`src/rtl/clk_pkg.sv`:
```
// rtl/clk_pkg.sv - shared mode encoding, field limits and month table for the wall-clock core
package clk_pkg;

    typedef enum logic [1:0] {
        MODE_CLOCK    = 2'd0,
        MODE_TIMER    = 2'd1,
        MODE_ALARM    = 2'd2,
        MODE_SET_TIME = 2'd3
    } mode_t;

    localparam logic [5:0] SEC_MAX  = 6'd59;
    localparam logic [5:0] MIN_MAX  = 6'd59;
    localparam logic [5:0] HR24_MAX = 6'd23;
    localparam logic [5:0] HR12_MAX = 6'd12;

    localparam logic [4:0] MONTH_DAYS [0:11] = '{
        5'd31, 5'd28, 5'd31, 5'd30, 5'd31, 5'd30,
        5'd31, 5'd31, 5'd30, 5'd31, 5'd30, 5'd31
    };

    function automatic logic [5:0] inc_wrap(input logic [5:0] v, input logic [5:0] max);
        return (v == max) ? 6'd0 : v + 6'd1;
    endfunction

    function automatic logic [4:0] month_len(input logic [3:0] month);
        logic [3:0] idx;
        idx = month - 4'd1;
        return MONTH_DAYS[idx];
    endfunction

endpackage

```
`src/rtl/clk_calendar.sv`:
```
// rtl/clk_calendar.sv - day/month/year counter advanced by the midnight carry
// CLK_LEAP_YEAR_EN: when defined, February of a Gregorian leap year has 29 days.
module clk_calendar
    import clk_pkg::*;
(
    input  logic        clk,
    input  logic        reset,
    input  logic        day_inc,
    output logic [4:0]  day,
    output logic [3:0]  month,
    output logic [11:0] year
);

    logic [4:0] last_day;

`ifdef CLK_LEAP_YEAR_EN
    function automatic logic is_leap(input logic [11:0] y);
        return ((y[1:0] == 2'd0) && ((y % 12'd100) != 12'd0)) || ((y % 12'd400) == 12'd0);
    endfunction
`endif

    always_comb begin
        last_day = month_len(month);
`ifdef CLK_LEAP_YEAR_EN
        if (month == 4'd2 && is_leap(year)) begin
            last_day = 5'd29;
        end
`endif
    end

    always_ff @(posedge clk) begin
        if (!reset) begin
            day   <= 5'd1;
            month <= 4'd1;
            year  <= 12'd2000;
        end else if (day_inc) begin
            if (day == last_day) begin
                day <= 5'd1;
                if (month == 4'd12) begin
                    month <= 4'd1;
                    year  <= year + 12'd1;
                end else begin
                    month <= month + 4'd1;
                end
            end else begin
                day <= day + 5'd1;
            end
        end
    end

endmodule

```
`src/rtl/clock_with_mode_fsm.sv`:
```
// rtl/clock_with_mode_fsm.sv - wall clock with calendar, countdown timer, daily alarm and button mode FSM
// Leap-year handling inside clk_calendar is selected by CLK_LEAP_YEAR_EN.
module clock_with_mode_fsm
    import clk_pkg::*;
#(
    parameter int TICKS_PER_SEC = 1
) (
    input  logic        clk,
    input  logic        reset,
    input  logic        mode_btn,
    input  logic        add_hour,
    input  logic        add_minute,
    input  logic        set_timer_btn,
    input  logic        set_alarm_btn,
    input  logic        AM_mode,
    output logic [5:0]  sec,
    output logic [5:0]  min,
    output logic [5:0]  hr,
    output logic        AM_PM,
    output logic [4:0]  day,
    output logic [3:0]  month,
    output logic [11:0] year,
    output logic        timer_buzzer,
    output logic        alarm_buzzer,
    output logic [5:0]  timer_min_left,
    output logic [5:0]  timer_sec_left
);

    localparam int PW = (TICKS_PER_SEC > 1) ? $clog2(TICKS_PER_SEC) : 1;
    localparam logic [PW-1:0] PRESC_LAST = PW'(TICKS_PER_SEC - 1);

    logic [PW-1:0] presc;
    logic          tick;
    logic mode_prev, hour_prev, minute_prev, timer_prev, alarm_prev;
    logic mode_edge, hour_edge, minute_edge, timer_edge, alarm_edge;
    mode_t mode, mode_nxt;
    logic [5:0] hr24, hr12, sec_nxt, min_nxt, hr_nxt;
    logic man_min, man_hr, min_carry, hr_carry, day_inc;
    logic [5:0] preset, preset_nxt, tmr_min, tmr_min_nxt, tmr_sec, tmr_sec_nxt;
    logic running, running_nxt, timer_buzzer_nxt;
    logic [5:0] alarm_min, alarm_min_nxt, alarm_hr, alarm_hr_nxt;
    logic armed, armed_nxt;

    assign tick        = (presc == PRESC_LAST);
    assign mode_edge   = mode_btn & ~mode_prev;
    assign hour_edge   = add_hour & ~hour_prev;
    assign minute_edge = add_minute & ~minute_prev;
    assign timer_edge  = set_timer_btn & ~timer_prev;
    assign alarm_edge  = set_alarm_btn & ~alarm_prev;

    always_comb begin
        mode_nxt = mode;
        if (mode_edge) begin
            case (mode)
                MODE_CLOCK:    mode_nxt = MODE_TIMER;
                MODE_TIMER:    mode_nxt = MODE_ALARM;
                MODE_ALARM:    mode_nxt = MODE_SET_TIME;
                MODE_SET_TIME: mode_nxt = MODE_CLOCK;
            endcase
        end
    end

    // A manual set of a field swallows the tick carry into it, and with it any further carry.
    always_comb begin
        man_min   = (mode == MODE_SET_TIME) && minute_edge;
        man_hr    = (mode == MODE_SET_TIME) && hour_edge;
        min_carry = tick && (sec == SEC_MAX) && !man_min;
        hr_carry  = min_carry && (min == MIN_MAX) && !man_hr;
        day_inc   = hr_carry && (hr24 == HR24_MAX);
        sec_nxt   = tick ? inc_wrap(sec, SEC_MAX) : sec;
        min_nxt   = (man_min || min_carry) ? inc_wrap(min, MIN_MAX) : min;
        hr_nxt    = (man_hr || hr_carry) ? inc_wrap(hr24, HR24_MAX) : hr24;
    end

    always_comb begin
        preset_nxt       = preset;
        tmr_min_nxt      = tmr_min;
        tmr_sec_nxt      = tmr_sec;
        running_nxt      = running;
        timer_buzzer_nxt = timer_buzzer;
        if (mode == MODE_TIMER && minute_edge && !running) begin
            preset_nxt = inc_wrap(preset, MIN_MAX);
        end
        if (timer_edge) begin
            if (timer_buzzer) begin
                timer_buzzer_nxt = 1'b0;
                running_nxt      = 1'b0;
            end else if (running) begin
                running_nxt = 1'b0;
            end else if (preset != 6'd0) begin
                tmr_min_nxt = preset;
                tmr_sec_nxt = 6'd0;
                running_nxt = 1'b1;
            end
        end else if (running && tick) begin
            if (tmr_sec == 6'd0) begin
                tmr_sec_nxt = SEC_MAX;
                tmr_min_nxt = tmr_min - 6'd1;
            end else begin
                tmr_sec_nxt = tmr_sec - 6'd1;
            end
            if (tmr_min == 6'd0 && tmr_sec == 6'd1) begin
                running_nxt      = 1'b0;
                timer_buzzer_nxt = 1'b1;
            end
        end
    end

    always_comb begin
        alarm_min_nxt = alarm_min;
        alarm_hr_nxt  = alarm_hr;
        if (mode == MODE_ALARM && minute_edge) alarm_min_nxt = inc_wrap(alarm_min, MIN_MAX);
        if (mode == MODE_ALARM && hour_edge)   alarm_hr_nxt  = inc_wrap(alarm_hr, HR24_MAX);
        armed_nxt = armed ^ alarm_edge;
    end

    always_ff @(posedge clk) begin
        if (!reset) begin
            presc        <= '0;
            mode_prev    <= 1'b0;
            hour_prev    <= 1'b0;
            minute_prev  <= 1'b0;
            timer_prev   <= 1'b0;
            alarm_prev   <= 1'b0;
            mode         <= MODE_CLOCK;
            sec          <= 6'd0;
            min          <= 6'd0;
            hr24         <= 6'd0;
            preset       <= 6'd0;
            tmr_min      <= 6'd0;
            tmr_sec      <= 6'd0;
            running      <= 1'b0;
            timer_buzzer <= 1'b0;
            alarm_min    <= 6'd0;
            alarm_hr     <= 6'd0;
            armed        <= 1'b0;
            alarm_buzzer <= 1'b0;
        end else begin
            presc        <= tick ? '0 : presc + 1'b1;
            mode_prev    <= mode_btn;
            hour_prev    <= add_hour;
            minute_prev  <= add_minute;
            timer_prev   <= set_timer_btn;
            alarm_prev   <= set_alarm_btn;
            mode         <= mode_nxt;
            sec          <= sec_nxt;
            min          <= min_nxt;
            hr24         <= hr_nxt;
            preset       <= preset_nxt;
            tmr_min      <= tmr_min_nxt;
            tmr_sec      <= tmr_sec_nxt;
            running      <= running_nxt;
            timer_buzzer <= timer_buzzer_nxt;
            alarm_min    <= alarm_min_nxt;
            alarm_hr     <= alarm_hr_nxt;
            armed        <= armed_nxt;
            // Compared against next-state time so the buzzer tracks the displayed minute exactly.
            alarm_buzzer <= armed_nxt && (hr_nxt == alarm_hr_nxt) && (min_nxt == alarm_min_nxt);
        end
    end

    clk_calendar u_calendar (
        .clk     (clk),
        .reset   (reset),
        .day_inc (day_inc),
        .day     (day),
        .month   (month),
        .year    (year)
    );

    always_comb begin
        if (hr24 == 6'd0)         hr12 = HR12_MAX;
        else if (hr24 > HR12_MAX) hr12 = hr24 - HR12_MAX;
        else                      hr12 = hr24;
    end

    assign hr             = AM_mode ? hr12 : hr24;
    assign AM_PM          = AM_mode && (hr24 >= HR12_MAX);
    assign timer_min_left = running ? tmr_min : preset;
    assign timer_sec_left = running ? tmr_sec : 6'd0;

endmodule

```
`config.mk`:
```
export PLATFORM = sky130hd
export DESIGN_NAME = clock_with_mode_fsm
export DESIGN_NICKNAME = d
export VERILOG_FILES = /design/src/rtl/clk_pkg.sv /design/src/rtl/clk_calendar.sv /design/src/rtl/clock_with_mode_fsm.sv
export SDC_FILE = /design/constraint.sdc
export NUM_CORES = 1
export LEC_CHECK = 0
export CAP_MARGIN = 20
export CELL_PAD_IN_SITES_DETAIL_PLACEMENT = 0
export CELL_PAD_IN_SITES_GLOBAL_PLACEMENT = 1
export CORE_MARGIN = 10
export CORE_UTILIZATION = 35
export DETAILED_ROUTE_END_ITERATION = 10
export PLACE_DENSITY = 0.76
export SLEW_MARGIN = 10
export SYNTH_ARGS = -nofsm -noshare
export SYNTH_HDL_FRONTEND = slang
export SYNTH_SLANG_ARGS = --single-unit
```
`constraint.sdc`:
```
create_clock -name clk -period 5.8 [get_ports clk]
set_input_delay 0.58 -clock clk [delete_from_list [all_inputs] [get_ports clk]]
set_output_delay 0.58 -clock clk [all_outputs]
set_load 0.02 [all_outputs]
```
## Word level (Yosys, flattened, before mapping)

Memories as Yosys holds them, arrays and structs flattened.
Index checks and enable logic that the tools add are counted.

- ROM bits: 80
- Word-level logic and storage cells: 146
- Flip-flop bits (word level): 81
- Memories: 1

Memories:

| memory | words | width | read ports | clocked after Yosys merged registers in | write ports | line | source |
|---|---|---|---|---|---|---|---|
| (name not given) | 16 | 5 | 1 | 0 | 0 | clk_pkg.sv:28 | `return MONTH_DAYS[idx];` |

- Bitwise operators: 14
- Mux-type cells: 38
- Reductions and logical operators: 37
- Add/sub/neg operators: 14
- Equality and inequality tests: 17
- Order comparisons: 3

Operators with widths:

| kind | count |
|---|---|
| $mux W6 | 27 |
| $add A6 B1 Y6 const B | 6 |
| $eq A6 B6 Y1 const B | 4 |
| $logic_not A6 Y1 | 3 |
| $logic_and A1 B1 Y1 | 16 |
| $mux W5 | 3 |
| $add A12 B1 Y12 const B | 1 |
| $eq A6 B5 Y1 const B | 2 |
| $eq A6 B6 Y1 | 2 |
| $sub A6 B1 Y6 const B | 2 |
| $pmux W2 S4 | 1 |
| $reduce_and A2 Y1 | 4 |
| $not A1 Y1 | 7 |
| $eq A6 B1 Y1 const B | 1 |
| $ge A6 B4 Y1 const B | 1 |
| $gt A6 B4 Y1 const B | 1 |
| $mux W1 | 6 |
| $reduce_bool A2 Y1 | 3 |
| $reduce_bool A6 Y1 | 1 |
| $sub A6 B4 Y6 const B | 1 |
| $add A5 B1 Y5 const B | 1 |
| $and A1 B1 Y1 | 5 |
| $eq A5 B5 Y1 | 1 |
| $ge A5 B5 Y1 const B | 1 |
| 18 further kinds | 23 |

## Depth between registers and ports, before layout

Gate-level depths: netlist of run 1.

- Word-level depth: 12
- Depth in mapped cells: 11

## Cells and area by module

From an unflattened synthesis of run 1, not the netlist that was laid out.

- Cells, all modules: 596
- Area total of the unflattened synthesis: 4987.3 um2

By module, submodules not included:

| module | seq. area each (um2) | area each (um2) | cells an instance | instances |
|---|---|---|---|---|
| clock_with_mode_fsm | 1201.2 | 3604.7 | 430 | 1 |
| clk_calendar | 420.4 | 1382.6 | 166 | 1 |

## Worst setup path after synthesis of run 1

Ideal clock, no wire load.

- Path type: register -> register
- From: register u_calendar.month[0]
- To: register u_calendar.month[3]
- Stages on the path, launching flop included: 12
- Setup slack: 3.375 ns
- Setup time: 0.116 ns
- Data arrival time: 2.308 ns
- Data required time: 5.684 ns
- Period minus slack after synthesis: 2.425 ns
- Cell sequence: dfxtp_1 > inv_1 > ha_1 > buf_2 > xor2_1 > a21oi_1 > nand2b_1 > a21o_1 > a211oi_2 > buf_4 > a21oi_1 > a41o_1

- Word-level cells in the longest chain between the ends: 7
- Elaborated cells on any way between the ends: 10
- Classes of those cells: add/sub: 2; eq/ne: 2; mux: 3; bitwise: 1; reduce/logical: 1; memory: 1

Ends and longest elaborated chain:

| what | line | source |
|---|---|---|
| start: declaration | clk_calendar.sv:10 | `output logic [3:0] month,` |
| start signal: assignment | clk_calendar.sv:43 | `month <= month + 4'd1;` |
| $sub A4 B1 Y4 | clk_pkg.sv:27 | `idx = month - 4'd1;` |
| $not A4 Y5 (implied by the code) | clk_pkg.sv:28 |  |
| $mem_v2 Z16 W5 | - |  |
| $mux W5 (implied by the code) (2 in series) | clk_pkg.sv:28 |  |
| $eq A5 B5 Y1 | clk_calendar.sv:37 | `if (day == last_day) begin` |
| $reduce_and A2 Y1 (no line) | - |  |

Parallel ways exist; a longest one is shown, timed or not. The select of a mux whose other input is x is not followed.
A chain may end at the register's enable or synchronous reset.

## Worst setup path after layout of run 1

- From: register hr24[2]
- To: output port hr[5]

- Word-level cells in the longest chain between the ends: 4
- Elaborated cells on any way between the ends: 6
- Classes of those cells: add/sub: 1; order compare: 1; mux: 3; reduce/logical: 1

Ends and longest elaborated chain:

| what | line | source |
|---|---|---|
| start: declaration | clock_with_mode_fsm.sv:37 | `logic [5:0] hr24, hr12, sec_nxt, min_nxt, hr_nxt;` |
| start signal: assignment | clock_with_mode_fsm.sv:148 | `hr24 <= hr_nxt;` |
| $sub A6 B4 Y6 / $gt A6 B4 Y1 (equally long branches) | clock_with_mode_fsm.sv:173 | `else if (hr24 > HR12_MAX) hr12 = hr24 - HR12_MAX;` |
| $mux W6 | clock_with_mode_fsm.sv:173 |  |
| $mux W6 (*) | clock_with_mode_fsm.sv:172 | `if (hr24 == 6'd0) hr12 = HR12_MAX;` |
| $mux W6 (*) | clock_with_mode_fsm.sv:177 | `assign hr = AM_mode ? hr12 : hr24;` |
| end: declaration | clock_with_mode_fsm.sv:18 | `output logic [5:0] hr,` |

Every way passes the cells marked *; elsewhere a longest branch is shown, timed or not.

==> metrics.md, run 1 <==
| Metric | Value |
|---|---|
| Run status | `finished, final reports clean` |
| Vias in the first global route | `3,872` |
| Startpoint Class | `register` |
| Max incr delay on CP | `0.63 ns` |
| Setup TNS | `0 ns` |
| Clock skew | `0.006763 ns` |
| PortBufs | `61` |
| Number of diodes | `0` |
| Reg area | `0.001622 mm2` |
| Relative slew slack | `0.4782` |
| Multi-input gate area | `0.002877 mm2` |
| CP cell instances | `ha_1 > nor3_1 > a211oi_1 > nand2_1 > xnor2_1 > clkdlybuf4s50_1` |
| Core Footprint | `0.01319 mm2` |
| Die Wd | `135.7 um` |
| Total gr overflow | `0` |
| Ys async rst share | `0` |
| Hold endpoint | `u_calendar.year[11]` |
| Hold_buf cts | `0` |
| Max-cap violation count | `0` |
| Vias per cell | `5.127` |
| Share of cells above drive strength 1 | `0.05484` |
| Clock sinks | `81` |
| Hold depth | `2` |
| Sequential-to-total area share from yosys stat | `0.3461` |
| Most common cell after layout, fill and taps aside | `dfxtp_1` |
| GPL Wtd Cong | `0.7828` |
| Clock share of power | `0.436` |
| H-tree depth | `3` |
| Synthesized net count | `600` |
| Fill cell count | `1,321` |
| Static Leak | `2.232 nW` |
| Classification of the worst-slack hold path | `reg -> reg` |
| Drt first-iter violations | `219` |
| Switching part of the total | `0.2355` |
| Sequential cell fraction of total power | `0.483` |
| YS warnings | `0` |
| Gr usage total | `0.1251` |
| Residual DRC | `0` |
| 1st-pass router iterations | `4` |
| Slew at the pin closest to its max-slew limit | `0.7811 ns` |
| CTS tree | `done` |
| Worst reg2reg path depth | `9` |
| Peak VDD IR | `0.1157 mV` |
| Syn Std Cell Area | `0.004686 mm2` |
| Full die area | `0.01842 mm2` |
| Final-stage net count | `650` |
| Site Rows | `42` |
| Synth Flop Type | `dfxtp_1` |
| Unrepaired setup endpoints after global routing | `false` |
| Pwr/cell area | `210.3 mW/mm2` |
| Peak Freq | `306.4 MHz` |
| Final Max Slew Viols | `0` |
| Mapped Cells | `567` |
| Setup crit end kind | `output port` |
| NetSw | `0.2824 mW` |
| Largest net degree at the start of global routing | `43` |
| Reg2reg start | `min[0]` |
| Period Utilization, post-route | `0.5628` |
| Internal power | `0.9167 mW` |
| Routed Antenna Nets | `0` |
| Final hold slack | `0.4920 ns` |
| Slowest cell on the critical path | `clkdlybuf4s50_1` |
| CTS clock-pin slew for the worst setup and hold paths | `0.06 ns` |
| Commonest non-fill, non-tap cells in the layout | `81 x dfxtp_1, 73 x nor2_1, 61 x clkdlybuf4s50_1` |
| HPWL Detailed | `8294 um` |
| Setup ws final | `2.536 ns` |
| Count of cell types in the netlist | `66` |
| Initial Utilization | `0.3552` |
| Setup violations, final | `0` |
| Hold_sp | `u_calendar.year[11]` |
| Initial antenna violation count | `0` |
| Flop-to-flop setup slack | `3.03 ns` |
| Post_cts resized | `0` |
| Placed cell count | `781` |
| Syn avg cell area | `8.264 um2` |
| CP Data Required Time | `5.22 ns` |
| Place WS | `2.432 ns` |
| Clock Tree Buf Depth | `2` |
| Setup CP Type | `reg -> out` |
| First-pass GRT wire length | `19,080 um` |
| Post-CTS setup buffers | `0` |
| FF+latch count, synth | `81` |
| Crit path time final | `3.264 ns` |
| CTS buffer count | `9` |
| Data arrival, critical path | `2.68 ns` |
| Routed wire per std cell | `14.24 um` |
| Routed wire length | `11,340 um` |
| Chip height | `135.7 um` |
| Ports | `62` |
| Finished Layout Cells | `796` |
| Worst-path fanout max | `9` |
| Hold Vio Cnt, Final | `0` |
| Capturing point of the worst reg2reg path | `u_calendar.year[6]` |
| Clk_lat worst skew | `0.34 ns` |
| Post-synth EDFFs | `0` |
| Comb power frac | `0.081` |
| Area Growth Syn to Fin | `21.68%` |
| Via count | `4,081` |
| Clk root buf | `clkbuf_16` |
## cells in the mapped netlist (all sizes together), types with 3 or more instances
cell	instances	area share
and2	24	0.032
nand3	15	0.019
a311oi	4	0.0075
mux2i	14	0.030
and3b	4	0.0075
a21oi	35	0.037
and3	12	0.017
nand2	41	0.033
nor3	16	0.017
nand4b	4	0.011
xor2	14	0.026
nand4	14	0.019
buf	9	0.010
nand2b	14	0.019
a31oi	6	0.0080
nand3b	6	0.0096
o21ai	26	0.028
ha	25	0.067
nor2	73	0.058
clkbuf	17	0.014
dfxtp	81	0.35
or3	5	0.0067
a41oi	3	0.0056
nor2b	11	0.015
mux2	7	0.017
o31ai	3	0.0048
a21o	5	0.0080
and4b	3	0.0064
nor4	5	0.013
xnor2	15	0.028
a211oi	5	0.0091
nor3b	4	0.0064
inv	20	0.016
## layout make-up
type,count,share of cell area
Timing Repair Buffer,65,0.1119
Inverter,20,0.01317
Sequential cell,81,0.2844
Clock inverter,3,0.003072
Clock buffer,11,0.04433
Multi-Input combinational cell,440,0.5045
Tap cell,176,0.03862
## worst max-delay path by stage
stage	endpoint	startpoint	slack (ns)
floorplan	u_calendar.month[3]	u_calendar.month[0]	3.38
global placement	tmr_min[3]	set_timer_btn	2.54
detailed placement	tmr_min[3]	set_timer_btn	2.43
CTS	hr[5]	hr24[2]	2.52
global route	hr[5]	hr24[2]	2.37
finish	hr[5]	hr24[2]	2.54
## logic make-up (layout without fill, tap and decap cells)
kind of cell / count (synthesis) / count (layout) / synth area share
adder cells (fa/ha/maj): 25 / 25 / 0.06676
AO/OA/AOI/OAI: 106 / 106 / 0.1442
buffers and inverters: 46 / 99 / 0.04005
AND/OR/NAND/NOR: 258 / 258 / 0.3012
flip-flops: 81 / 81 / 0.3461
multiplexers: 21 / 21 / 0.04673
other: 1 / 1 / 0.0008003
XOR/XNOR: 29 / 29 / 0.05421
## worst max-delay path, delay by kind of cell (launching register included)
family / cells / cell delay (ns)
buf+inv: 1 / 0.63
compound gates: 1 / 0.53
flops: 1 / 0.51
fa+ha+maj: 1 / 0.29
simple gates: 2 / 0.22
xor+xnor: 1 / 0.17
## power by group through the flow
stage	registers (mW)	clock network, mW	logic [mW]
6_report	0.579	0.523	0.0969
5_1_grt	0.580	0.568	0.109
4_1_cts	0.579	0.544	0.0979
3_5_place_dp	0.591	0	0.0973
3_3_place_gp	0.591	0	0.0954
2_1_floorplan	0.590	0	0.0652
## flip-flops by register name (all words and copies together) (netlist names), 4 cells and up
register          cells
alarm_hr              6
alarm_min             6
hr24                  6
min                   6
preset                6
sec                   6
tmr_min               6
tmr_sec               6
u_calendar.day        5
u_calendar.month      4
u_calendar.year      12
## stage by stage
step / area, um2 / utilization / power (mW)
finish: 5702 / 0.4323 / 1.199
CTS: 5697 / 0.4319 / 1.221
global route: 5702 / 0.4323 / 1.257
floorplan: 4686 / - / 0.6556
detailed placement: 5426 / 0.4114 / 0.6886
global placement: 5426 / 0.4114 / 0.6863
## layer usage
| metal | up-vias | track usage | part of all wire |
|---|---|---|---|
| met3 | 4 | 0.04674 | 0.064 |
| met4 | 0 | 0.02871 | 0.0052 |
| li1 | 2089 | - | - |
| met5 | - | 0 | 0 |
| met1 | 1893 | 0.1569 | 0.47 |
| met2 | 95 | 0.1987 | 0.46 |
Note: power is estimated with default switching activity, not from simulation.
==> run 2: changes to the inputs <==
Clock period 5.8 ns to 3.38 ns, I/O delays scaled along.
==> run 2 against run 1 <==
Net effect:
- largest cell class unchanged
- routed wire length grew 2.5%
- register-to-register slack worse by 2.5 ns
- via count up 0.44%
- global-route usage rose by 0.33 points
- combinational power rose by 75%
- largest power group is now clock
==> metrics.md, run 2 (synthesis results as in run 1) <==
| Metric | Value |
|---|---|
| Final Max Slew Viols | `0` |
| Routed wire length | `11,620 um` |
| H-tree depth | `3` |
| Peak VDD IR | `0.2667 mV` |
| Worst Setup SP | `hr24[2]` |
| Flop-to-flop setup slack | `0.49 ns` |
| Period Utilization, post-route | `0.8720` |
| Worst reg2reg path depth | `10` |
| CP cell instances | `ha_1 > nor3_1 > a211oi_1 > nand2_1 > xnor2_1 > clkdlybuf4s50_1` |
| Unrepaired setup endpoints after global routing | `false` |
| 1st-pass router iterations | `4` |
| Largest Register | `u_calendar.year` |
| Most common cell after layout, fill and taps aside | `dfxtp_1` |
| PortBufs | `61` |
| CTS clock-pin slew for the worst setup and hold paths | `0.06 ns` |
| Clock Tree Buf Depth | `2` |
| Max incr delay on CP | `0.62 ns` |
| Crit path time final | `2.947 ns` |
| Drt first-iter violations | `200` |
| Max reg flops | `12` |
| Finished Layout Cells | `800` |
| Post_cts resized | `0` |
| Final-stage net count | `652` |
| Routed wire per std cell | `14.53 um` |
| Number of diodes | `0` |
| Setup TNS | `0 ns` |
| Total gr overflow | `0` |
| GPL Wtd Cong | `0.7735` |
| Reg2reg start | `u_calendar.month[0]` |
| Hold_buf cts | `0` |
| CP Data Required Time | `3.04 ns` |
| Initial Utilization | `0.3552` |
| CTS tree | `done` |
| Site Rows | `42` |
| First-pass GRT wire length | `19,710 um` |
| Vias per cell | `5.124` |
| Relative slew slack | `0.3994` |
| Power, Total | `2.221 mW` |
| HPWL Detailed | `8525 um` |
| Hold_sp | `u_calendar.year[11]` |
| Core Footprint | `0.01319 mm2` |
| Critical path buffer and inverter count | `1` |
| Static Leak | `2.268 nW` |
| Pwr/cell area | `384.7 mW/mm2` |
| Ports | `62` |
| Die Wd | `135.7 um` |
| Run status | `finished, final reports clean` |
| Area Growth Syn to Fin | `23.20%` |
| Via count | `4,099` |
| Classification of the worst-slack hold path | `reg -> reg` |
| Clock sinks | `81` |
| Clk root buf | `clkbuf_16` |
| Clk_lat worst skew | `0.33 ns` |
| Largest net degree at the start of global routing | `42` |
| Full die area | `0.01842 mm2` |
| Capturing point of the worst reg2reg path | `u_calendar.month[0]` |
| Setup crit end kind | `output port` |
| Hold Vio Cnt, Final | `0` |
| Residual DRC | `0` |
| Routed Antenna Nets | `0` |
| Placed cell count | `784` |
| Data arrival, critical path | `2.61 ns` |
| Slew at the pin closest to its max-slew limit | `0.8999 ns` |
| Post-CTS setup buffers | `0` |
| Fill cell count | `1,322` |
| Chip height | `135.7 um` |
| Vias in the first global route | `4,026` |
| Commonest non-fill, non-tap cells in the layout | `81 x dfxtp_1, 73 x nor2_1, 61 x clkdlybuf4s50_1` |
| Startpoint Class | `register` |
| Initial antenna violation count | `0` |
| CP delay by family, top | `buffers and inverters` |
| Setup violations, final | `0` |
| Setup CP Type | `reg -> out` |
| CTS buffer count | `9` |
| Hold depth | `2` |
| Share of cells above drive strength 1 | `0.05609` |
| Final hold slack | `0.4750 ns` |
| Gr usage total | `0.1285` |
| Clock skew | `0.009205 ns` |
| Worst-path fanout max | `9` |
| Slowest cell on the critical path | `clkdlybuf4s50_1` |
| Max-cap violation count | `0` |
| Hold endpoint | `u_calendar.year[11]` |
| Peak Freq | `339.3 MHz` |
[run 2: cell types whose count changed in the layout (fill, tap and decap cells not counted)]
cell	before	now
clkinvlp_4	1	0
bufinv_16	0	2
o21ai_1	2	3
clkinv_2	2	0
o21ai_0	24	23
clkbuf_1	0	3
buf_4	3	6
clkbuf_2	1	0
[run 2: worst max-delay path by stage]
stage                     endpoint  slack, ns  cells after the start
6_report                     hr[5]       0.43                      6
5_1_grt         u_calendar.year[4]       0.18                      9
4_1_cts                      hr[5]       0.40                      6
3_5_place_dp   u_calendar.month[0]       0.37                      9
3_3_place_gp   u_calendar.month[0]       0.48                      9
2_1_floorplan  u_calendar.month[3]       0.96                     11
[run 2: power by group]
group          internal [mW]  switching [mW]  total [mW]
clock network          0.688           0.370        1.06
registers              0.974          0.0186       0.992
logic                 0.0743          0.0956       0.170
total                   1.74           0.484        2.22
[run 2: area by class of cell]
cell class / instances / area, um2 / share of cell area
Multi-Input combinational cell: 440 / 2877 / 0.4983
Sequential cell: 81 / 1622 / 0.2809
Timing Repair Buffer: 67 / 655.6 / 0.1136
Clock buffer: 14 / 264.0 / 0.04573
Tap cell: 176 / 220.2 / 0.03814
Inverter: 20 / 75.07 / 0.01300
Clock inverter: 2 / 60.06 / 0.01040
[run 2: tightest hold or removal path, delay by kind of cell (launching register included)]
family / cells / cell delay [ns]
DFF: 1 / 0.31
muxes: 1 / 0.06
and+or+nand+nor: 1 / 0.05
[run 2: metal layers]
metal / GRT usage / routed length (um) / up-vias
li1: - / - / 2101
met1: 0.1559 / 5432 / 1935
met2: 0.2171 / 5489 / 59
met3: 0.04266 / 672 / 4
met4: 0.02333 / 29 / 0
met5: 0 / 0 / -
[run 2: through the flow]
stage / area, um2 / setup slack [ns] / utilization
after floorplan: 4686 / 0.9555 / -
after global placement: 5449 / 0.4811 / 0.4131
after detailed placement: 5449 / 0.3689 / 0.4131
after CTS: 5773 / 0.4019 / 0.4377
after global routing: 5773 / 0.1813 / 0.4377
final: 5773 / 0.4327 / 0.4377
